--- src/rtl/ov7670_cfg_pkg.sv ---
// Shared types and constants for the OV7670 configuration sequencer and its delay timer.
package ov7670_cfg_pkg;

   typedef enum logic [2:0] {
      ST_IDLE,
      ST_FETCH,
      ST_ISSUE,
      ST_WAIT_ACK,
      ST_DELAY,
      ST_FINISH,
      ST_FAIL
   } cfg_state_t;

   localparam logic [15:0] CFG_END_MARKER = 16'hFFFF;
   localparam logic [7:0]  CFG_DELAY_TAG  = 8'hFF;
   localparam logic [7:0]  REG_COM7       = 8'h12;
   localparam int          COM7_RESET_BIT = 7;
   localparam int          MS_W           = 16;

   typedef struct packed {
      logic [7:0] reg_addr;
      logic [7:0] value;
   } cfg_entry_t;

   // A COM7 write with the reset bit set soft-resets the sensor and needs settling time.
   function automatic logic is_com7_reset(input logic [7:0] r, input logic [7:0] v);
      return (r == REG_COM7) && v[COM7_RESET_BIT];
   endfunction

endpackage

--- src/rtl/ms_delay_timer.sv ---
// Millisecond delay timer: a 1 ms prescaler feeding a down-counter of ms.
// load restarts the prescaler; expire is high during the final cycle of the delay.
module ms_delay_timer #(
   parameter int TICK_CYCLES = 100_000,
   parameter int CNT_W       = 16
) (
   input  logic             clk,
   input  logic             reset,
   input  logic             load,
   input  logic [CNT_W-1:0] ms,
   output logic             busy,
   output logic             expire
);

   localparam int             PRE_W    = (TICK_CYCLES > 1) ? $clog2(TICK_CYCLES) : 1;
   localparam logic [PRE_W-1:0] PRE_LAST = PRE_W'(TICK_CYCLES - 1);

   logic [PRE_W-1:0] pre;
   logic [CNT_W-1:0] cnt;
   logic             tick;

   assign tick   = busy && (pre == PRE_LAST);
   assign expire = tick && (cnt == CNT_W'(1));

   always_ff @(posedge clk) begin
      if (reset) begin
         pre  <= '0;
         cnt  <= '0;
         busy <= 1'b0;
      end else if (load) begin
         pre  <= '0;
         cnt  <= ms;
         busy <= (ms != '0);
      end else if (busy) begin
         if (tick) begin
            pre <= '0;
            cnt <= cnt - CNT_W'(1);
            if (cnt == CNT_W'(1)) busy <= 1'b0;
         end else begin
            pre <= pre + 1'b1;
         end
      end
   end

endmodule

--- src/rtl/ov7670_cfg_sequencer.sv ---
// OV7670 register-ROM walker: one SCCB write per entry, in-table delays, COM7 soft-reset settling.
// Define CFG_SEQ_AUTOSTART_EN to fire one internal start the cycle after reset releases.
module ov7670_cfg_sequencer
   import ov7670_cfg_pkg::*;
#(
   parameter int CLK_FREQ_HZ   = 100_000_000,
   parameter int NUM_ENTRIES   = 75,
   parameter int RESET_WAIT_MS = 10,
   parameter int MAX_RETRY     = 3
) (
   input  logic        clk,
   input  logic        reset,
   input  logic        start,
   output logic [6:0]  rom_addr,
   input  logic [15:0] rom_data,
   output logic        cmd_valid,
   input  logic        cmd_ready,
   output logic [7:0]  cmd_reg,
   output logic [7:0]  cmd_wdata,
   input  logic        cmd_done,
   input  logic        cmd_nack,
   output logic        busy,
   output logic        done,
   output logic        error
);

   localparam int         RETRY_W   = (MAX_RETRY > 0) ? $clog2(MAX_RETRY + 1) : 1;
   localparam logic [7:0] LAST_ADDR = 8'(NUM_ENTRIES);

   cfg_state_t       state;
   cfg_entry_t       entry;
   logic [7:0]       addr;  // one bit wider than rom_addr so it can rest at NUM_ENTRIES=128
   logic [RETRY_W-1:0] retry_cnt;
   logic             tmr_load;
   logic [MS_W-1:0]  tmr_ms;
   logic             tmr_busy;
   logic             tmr_expire;
   logic             start_eff;

   assign entry    = cfg_entry_t'(rom_data);
   assign rom_addr = addr[7] ? 7'h7F : addr[6:0];

`ifdef CFG_SEQ_AUTOSTART_EN
   logic auto_armed;

   always_ff @(posedge clk) begin
      if (reset) auto_armed <= 1'b1;
      else       auto_armed <= 1'b0;
   end

   assign start_eff = start | auto_armed;
`else
   assign start_eff = start;
`endif

   ms_delay_timer #(
      .TICK_CYCLES (CLK_FREQ_HZ / 1000),
      .CNT_W       (MS_W)
   ) u_timer (
      .clk    (clk),
      .reset  (reset),
      .load   (tmr_load),
      .ms     (tmr_ms),
      .busy   (tmr_busy),
      .expire (tmr_expire)
   );

   always_ff @(posedge clk) begin
      if (reset) begin
         state     <= ST_IDLE;
         addr      <= '0;
         retry_cnt <= '0;
         cmd_valid <= 1'b0;
         cmd_reg   <= '0;
         cmd_wdata <= '0;
         busy      <= 1'b0;
         done      <= 1'b0;
         error     <= 1'b0;
         tmr_load  <= 1'b0;
         tmr_ms    <= '0;
      end else begin
         tmr_load <= 1'b0;
         case (state)
            ST_IDLE, ST_FINISH, ST_FAIL: begin
               if (start_eff) begin
                  state <= ST_FETCH;
                  addr  <= '0;
                  done  <= 1'b0;
                  error <= 1'b0;
                  busy  <= 1'b1;
               end
            end
            ST_FETCH: begin
               if (addr >= LAST_ADDR || rom_data == CFG_END_MARKER) begin
                  state <= ST_FINISH;
                  busy  <= 1'b0;
                  done  <= 1'b1;
               end else if (entry.reg_addr == CFG_DELAY_TAG) begin
                  if (entry.value == 8'd0) begin
                     addr <= addr + 8'd1;
                  end else begin
                     tmr_ms   <= MS_W'(entry.value);
                     tmr_load <= 1'b1;
                     state    <= ST_DELAY;
                  end
               end else begin
                  cmd_reg   <= entry.reg_addr;
                  cmd_wdata <= entry.value;
                  retry_cnt <= '0;
                  cmd_valid <= 1'b1;
                  state     <= ST_ISSUE;
               end
            end
            ST_ISSUE: begin
               if (cmd_ready) begin
                  cmd_valid <= 1'b0;
                  state     <= ST_WAIT_ACK;
               end
            end
            ST_WAIT_ACK: begin
               if (cmd_done) begin
                  if (!cmd_nack) begin
                     if (is_com7_reset(cmd_reg, cmd_wdata)) begin
                        tmr_ms   <= MS_W'(RESET_WAIT_MS);
                        tmr_load <= 1'b1;
                        state    <= ST_DELAY;
                     end else begin
                        addr  <= addr + 8'd1;
                        state <= ST_FETCH;
                     end
                  end else if (retry_cnt < RETRY_W'(MAX_RETRY)) begin
                     retry_cnt <= retry_cnt + 1'b1;
                     cmd_valid <= 1'b1;
                     state     <= ST_ISSUE;
                  end else begin
                     state <= ST_FAIL;
                     busy  <= 1'b0;
                     error <= 1'b1;
                  end
               end
            end
            ST_DELAY: begin
               // A zero-length load never raises timer busy, so leave once the load has landed.
               if (tmr_expire || (!tmr_busy && !tmr_load)) begin
                  addr  <= addr + 8'd1;
                  state <= ST_FETCH;
               end
            end
            default: state <= ST_IDLE;
         endcase
      end
   end

endmodule

--- config.mk ---
export PLATFORM = sky130hd
export DESIGN_NAME = ov7670_cfg_sequencer
export DESIGN_NICKNAME = d
export VERILOG_FILES = /design/src/rtl/ov7670_cfg_pkg.sv /design/src/rtl/ms_delay_timer.sv /design/src/rtl/ov7670_cfg_sequencer.sv
export SDC_FILE = /design/constraint.sdc
export NUM_CORES = 1
export LEC_CHECK = 0
export CAP_MARGIN = 20
export CORE_ASPECT_RATIO = 0.7
export CORE_MARGIN = 8
export CORE_UTILIZATION = 50
export DETAILED_ROUTE_END_ITERATION = 8
export GPL_TIMING_DRIVEN = 0
export PLACE_DENSITY = 0.72
export SETUP_SLACK_MARGIN = 0.5
export SLEW_MARGIN = 5
export SYNTH_ARGS = -nofsm -noshare
export SYNTH_HDL_FRONTEND = slang
export SYNTH_HIERARCHICAL = 1
export SYNTH_SLANG_ARGS = --single-unit
export TNS_END_PERCENT = 50
--- constraint.sdc ---
create_clock -name clk -period 3.5 [get_ports clk]
set_input_delay 0.35 -clock clk [delete_from_list [all_inputs] [get_ports clk]]
set_output_delay 0.35 -clock clk [all_outputs]
set_load 0.1 [all_outputs]
==> results of run 1 <==
==> logic make-up (layout without fill, tap and decap cells) <==
logic type	after synthesis	after routing	synth area share, %
and+or+nand+nor	253	253	33.0
muxes	25	25	5.55
xor gates and xnor gates	10	10	1.93
adders and majority gates	7	7	2.04
DFF	76	76	33.6
buffers and inverters	55	126	4.97
other	1	16	0.0827
AOI/OAI and AO/OA	118	118	18.9
==> metal layers <==
metal	wire length (µm)	up-vias	track usage (%)
li1	-	2185	-
met1	6620	2178	31.5
met2	5460	214	30.8
met3	1260	18	6.31
met4	199	0	6.45
met5	0	-	0
==> cells in the final DEF (no fill, tap or decap), types with 18 or more instances in the layout <==
cell type / n
clkbuf_1: 20
inv_1: 18
mux2i_1: 24
dfxtp_1: 73
nor2_1: 53
nor3_1: 18
clkdlybuf4s50_1: 48
a21oi_1: 22
nand3_1: 27
nand2_1: 30
o21ai_0: 25
==> power by group through the flow <==
stage	combinational, W	clock, W	sequential, W
global route	0.00134	0.00105	0.00101
global placement	0.00119	0	0.00101
floorplan	0.000604	0	0.00133
CTS	0.00123	0.00102	0.000996
finish	0.00127	0.00100	0.000998
detailed placement	0.00121	0	0.00101
==> what timing repair did <==
action	4_1_cts	5_1_grt
buffers inserted	2	5
pin swaps	1	5
hold buffers	0	0
setup endpoints to repair	8	7
gates cloned	0	0
gates resized for setup	21	6
==> worst register-to-register path, stage by stage (launching register included) <==
cell      delay, ns
dfxtp_4        0.35
or4_4          0.54
buf_8          0.14
nor3_4         0.18
and4bb_2       0.28
o21bai_4       0.13
nor3_1         0.06
o22a_1         0.18
buf_6          0.13
or4_4          0.48
buf_6          0.15
buf_4          0.14
o32ai_1        0.10
==> cell type report <==
class                           count  area [µm²]  area share [%]
Multi-Input combinational cell    429        2890            50.8
Sequential cell                    76        1530            26.9
Timing Repair Buffer               55         533            9.37
Clock buffer                       10         229            4.03
Buffer                             35         190            3.34
Tap cell                          124         155            2.73
Clock inverter                      6        87.6            1.54
Inverter                           20        75.1            1.32
==> worst paths after layout <==
check                                    start  endpoint  cells past startpoint
worst min-delay path                      done      done                      2
worst max register to register  u_timer/cnt[7]   addr[2]                     12
worst min register to register            done      done                      2
worst max-delay path            u_timer/cnt[7]   addr[2]                     12
==> through the flow <==
stage,instances,hold slack (ns)
final,755,0.456
after global routing,755,0.475
after CTS,750,0.459
after detailed placement,732,0.450
after global placement,732,0.446
after floorplan,560,0.447
==> flow_summary.yaml, run 1 <==
yosys:
  synth_area_leader_cell: "dfxtp_1"
  postSynthAreaPerCell_um2: 8.32
  synth_top_cell_area_share_pct: 33.6
  netlist_area_mm2: 0.00453
  yosysWarnings: 6
  synth-main-ff-cell: "dfxtp_1"
  post_synth_most_frequent_cells: "dfxtp_1, nor2_1, nand2_1"
  postSynth.asyncResetShare_pct: 0
  edff_count_synth: 0
  yosys_register_bits: 76
  yosys-top-cells-area: "dfxtp_1, mux2i_1, nor2_1"
  synthesis.instances: 545
  post-synth-top-count-cell: "dfxtp_1"
  post_synth_num_cell_types: 81
  seq_area_frac_synth_pct: 33.6
layout:
  n_fill_cell: 785
  finish.instance_area_mm2: 0.00569
  flip_flop_count_of_the_largest_register_all_copies_and_words_added: 17
  layout-area-overhead-vs-synth_pct: 25.4
  largest_register: "u_timer/pre"
  finalNetCount: 654
  diodes: 0
  post_route_cells_drive_above_1_share_pct: 12.2
  largestRegisters: "u_timer/pre x17, u_timer/cnt x16"
  utilization_pct: 63.7
floorplanning:
  die_area_mm2: 0.0124
  die_height_um: 95.7
  fp.coreArea_mm2: 0.00893
  floorplan.rows: 29
  initial_core_util_pct: 50.8
  io_pins: 49
  die_width_um: 130
place:
  io_buffer_count: 48
  dpl-instance-area_mm2: 0.00523
  dp_wirelength_um: 9790
  place_congestion: 0.977
  place_ws_ns: 0.0377
job:
  max-cap-violations: 0
grt:
  grt_overflow_total: 0
  antenna_found_initial: 0
  number_of_global_route_vias_before_repair: 4212
  wire_length_of_the_first_global_routing_pass_um: 21700
  grt.total_usage_pct: 21.9
  grt_start_max_net_pins: 14
clock_network:
  clk_pin_slew_worst_paths_ns: 0.06
  cts_num_sinks: 76
  cts_buffer_depth: 2
  clock_latency_on_the_worst_skew_pair_ns: 0.34
  cts-htree-levels: 3
  clock_tree_from_tritoncts: "done"
  cts_made_buffers: 9
  cts_root_buffer: "clkbuf_16"
power_and_ir_drop:
  combPwrFrac_pct: 38.8
  intPower_w: 0.00197
  total_switching_power_w: 0.00130
  switching_share_pct: 39.6
  power.share.clock_pct: 30.6
  total_chip_power_w: 0.00327
  max-vdd-ir-drop_uv: 317
  power_density_mw_per_mm2: 575
  leakagePower_nw: 1.98
  power.share.sequential_pct: 30.5
setup_path:
  cp_cell_sequence: "or4_4 > buf_8 > nor3_4 > and4bb_2 > o21bai_4 > nor3_1 > o22a_1 > buf_6 > or4_4 > buf_6 > buf_4 > o32ai_1"
  worstSetupPathType: "flop to flop"
  worst_setup_path_end_kind: "flop"
  timing.critical_path.arrival_ns: 3.20
  crit_path_max_incr_delay_ns: 0.54
  critPathSlowestCell: "or4_4"
  critical_path.max_fanout: 6
  worst_setup_path_start_kind: "flop"
  critPathTopFamily: "simple AND/OR/NAND/NOR gates"
  critical_path_required_ns: 3.74
  critical_path.n_buffers_inverters: 4
  setup.reg_to_reg.worst_slack_ns: 0.54
drt:
  drc_errors: 0
  detailed_route_wire_length_um: 13500
  post_drt_wl_per_cell_um: 17.9
  drtIter0Drc: 428
  dr_total_vias: 4595
  viasPerCell: 6.09
  postRouteAntennaNets: 0
  detail_route.first_pass.iterations: 5
timing:
  post-route-worst-setup-slack_ns: 0.540
  finClkSkew_ns: 0.00550
  timing.fmax_ghz: 0.338
  slew_headroom_pct: 31.9
  timing.setup.tns_ns: 0
  grt_setup_unrepaired: "true"
  report.final.slew_viol_count: 0
  finalHoldViolations: 0
  worstMarginPinSlew_ns: 1.02
  finalCriticalPeriod_ns: 2.96
  final_min_period_over_clock_period_pct: 84.6
  setup-violations-final: 0
outcome:
  run_status: "finished, final reports clean"
hold_path:
  worst_hold_path_type: "flop to flop"
Note: power is estimated with default switching activity, not from simulation.
==> inputs of run 2 (changes only) <==
clock period = 2.8 ns   (was 3.5 ns; I/O delays follow)
==> flow_summary.yaml, run 2 (synthesized netlist as in run 1, its figures left out) <==
outcome:
  run_status: "complete, but fails checks"
  violations: "negative setup slack"
drt:
  dr_total_vias: 4757
  postRouteAntennaNets: 0
  route.met3.wl_um: 1170
  drc_errors: 0
  top_layer_used: "met4"
  detailed_route_wire_length_um: 13900
  viasPerCell: 6.19
  post_drt_wl_per_cell_um: 18.1
  detail_route.first_pass.iterations: 7
  drtIter0Drc: 477
  route.met2.wl_um: 5960
  met1Wirelength_um: 6620
layout:
  largest_register: "u_timer/pre"
  post_route_cells_drive_above_1_share_pct: 18.4
  flip_flop_count_of_the_largest_register_all_copies_and_words_added: 17
  layoutNonFillerInstCount: 769
  layout-area-overhead-vs-synth_pct: 31.7
  final_cell_mix: "dfxtp_1, nor2_1, clkdlybuf4s50_1"
  finalNetCount: 668
  diodes: 0
  final_common_cell: "dfxtp_1"
  largestRegisters: "u_timer/pre x17, u_timer/cnt x16"
timing:
  timing.setup.tns_ns: -0.498
  timing.fmax_ghz: 0.341
  finalCriticalPeriod_ns: 2.94
  setup-violations-final: 7
  finClkSkew_ns: 0.0107
  report.final.slew_viol_count: 0
  worstMarginPinSlew_ns: 1.03
  slew_headroom_pct: 31.1
  grt_setup_unrepaired: "true"
  finalHoldViolations: 0
  final_min_period_over_clock_period_pct: 105
  post-route-worst-setup-slack_ns: -0.136
place:
  place_congestion: 0.998
  place_inst: 732
  dp_wirelength_um: 9790
  io_buffer_count: 48
  place_ws_ns: -0.333
setup_path:
  critical_path_required_ns: 3.04
  crit_path_max_incr_delay_ns: 0.52
  critical_path.n_buffers_inverters: 3
  timing.critical_path.arrival_ns: 3.18
  worst_setup_path_end_kind: "flop"
  critPathSlowestCell: "or4_4"
  critical_path.max_fanout: 7
  critPathTopFamily: "simple AND/OR/NAND/NOR gates"
  worstSetupPathType: "flop to flop"
  worst_setup_path_start_kind: "flop"
  cp_cell_sequence: "or4_4 > buf_8 > nor3_4 > and4bb_2 > o21bai_4 > nor3_2 > o22a_1 > buf_6 > or4_4 > buf_8 > o41ai_4"
  setup.reg_to_reg.worst_slack_ns: -0.14
hold_path:
  worst_hold_path_type: "flop to flop"
clock_network:
  clock_latency_on_the_worst_skew_pair_ns: 0.34
  cts_num_sinks: 76
  post_cts_hold_buffer_count: 0
  cts_made_buffers: 9
  clock_tree_from_tritoncts: "done"
  cts_root_buffer: "clkbuf_16"
  cts-htree-levels: 3
  clk_pin_slew_worst_paths_ns: 0.06
  cts_buffer_depth: 2
floorplanning:
  io_pins: 49
  die_height_um: 95.7
  die_area_mm2: 0.0124
  fp.coreArea_mm2: 0.00893
  die_width_um: 130
  floorplan.rows: 29
  initial_core_util_pct: 50.8
grt:
  grt_overflow_total: 0
  wire_length_of_the_first_global_routing_pass_um: 21800
  grt.total_usage_pct: 22.1
  number_of_global_route_vias_before_repair: 4367
  antenna_found_initial: 0
  grt_start_max_net_pins: 14
job:
  max-cap-violations: 0
power_and_ir_drop:
  power_density_mw_per_mm2: 727
  max-vdd-ir-drop_uv: 524
  leakagePower_nw: 2.14
-- run 2: changes by cell type in the layout (fill, tap and decap cells not counted), sizes merged --
cell | previous run | this run
buf | 22 | 34
bufinv | 2 | 3
clkbuf | 30 | 31
clkdlybuf4s50 | 48 | 41
clkinv | 4 | 3
clkinvlp | 0 | 2
dlygate4sd2 | 0 | 7
inv | 20 | 19
-- run 2: report_power, final --
group,leakage [nW],internal (W),switching (W)
clock,0.161,0.000867,0.000477
sequential,0.620,0.00117,0.0000727
combinational,1.36,0.000588,0.00116
-- run 2: per-layer routing --
metal / track usage (%) / vias up
met5: 0 / -
met4: 5.87 / 0
met3: 5.31 / 16
met2: 33.1 / 215
met1: 31.0 / 2292
li1: - / 2234
-- run 2: worst paths after layout --
check                               end  depth (start not counted)      startpoint
worst min-delay path               done                          2            done
worst min register to register     done                          2            done
worst max register to register  addr[6]                         11  u_timer/cnt[8]
worst max-delay path            addr[6]                         11  u_timer/cnt[8]
-- run 2: worst reg2reg max path, cell delays in order (launching register included) --
cell and delay [ns]:
dfxtp_2 0.34, or4_4 0.52, buf_8 0.14, nor3_4 0.16, and4bb_2 0.27, o21bai_4 0.15, nor3_2 0.06, o22a_1 0.21
buf_6 0.13, or4_4 0.48, buf_8 0.16, o41ai_4 0.23
-- run 2: cell type report --
cell class              instances  area (µm²)
plain buffers                  35         219
clock buffers                   9         225
clock inverters                 7         115
fillers                       754        2950
inverters                      20        75.1
multi-input cells             429        3010
flip-flops and latches         76        1540
well taps                     124         155
repair buffers                 69         633
-- run 2: through the flow --
step | area, µm² | hold slack (ns) | power, W | util, %
global placement | 5280 | 0.454 | 0.00281 | 59.2
global route | 5970 | 0.483 | 0.00449 | 66.9
finish | 5970 | 0.461 | 0.00434 | 66.9
detailed placement | 5280 | 0.454 | 0.00282 | 59.2
CTS | 5760 | 0.463 | 0.00423 | 64.6
floorplan | 4640 | 0.427 | 0.00245 | -
-- run 2: what timing repair did --
action,CTS,global route
gates resized for setup,27,24
buffers inserted,7,14
pin swaps,8,11
setup endpoints to repair,33,36
==> inputs of run 3 (changes only) <==
CAP_MARGIN = not set   (was 20)
==> results of run 3 <==
The final DEF is identical to that of run 2; final timing and power are the same.
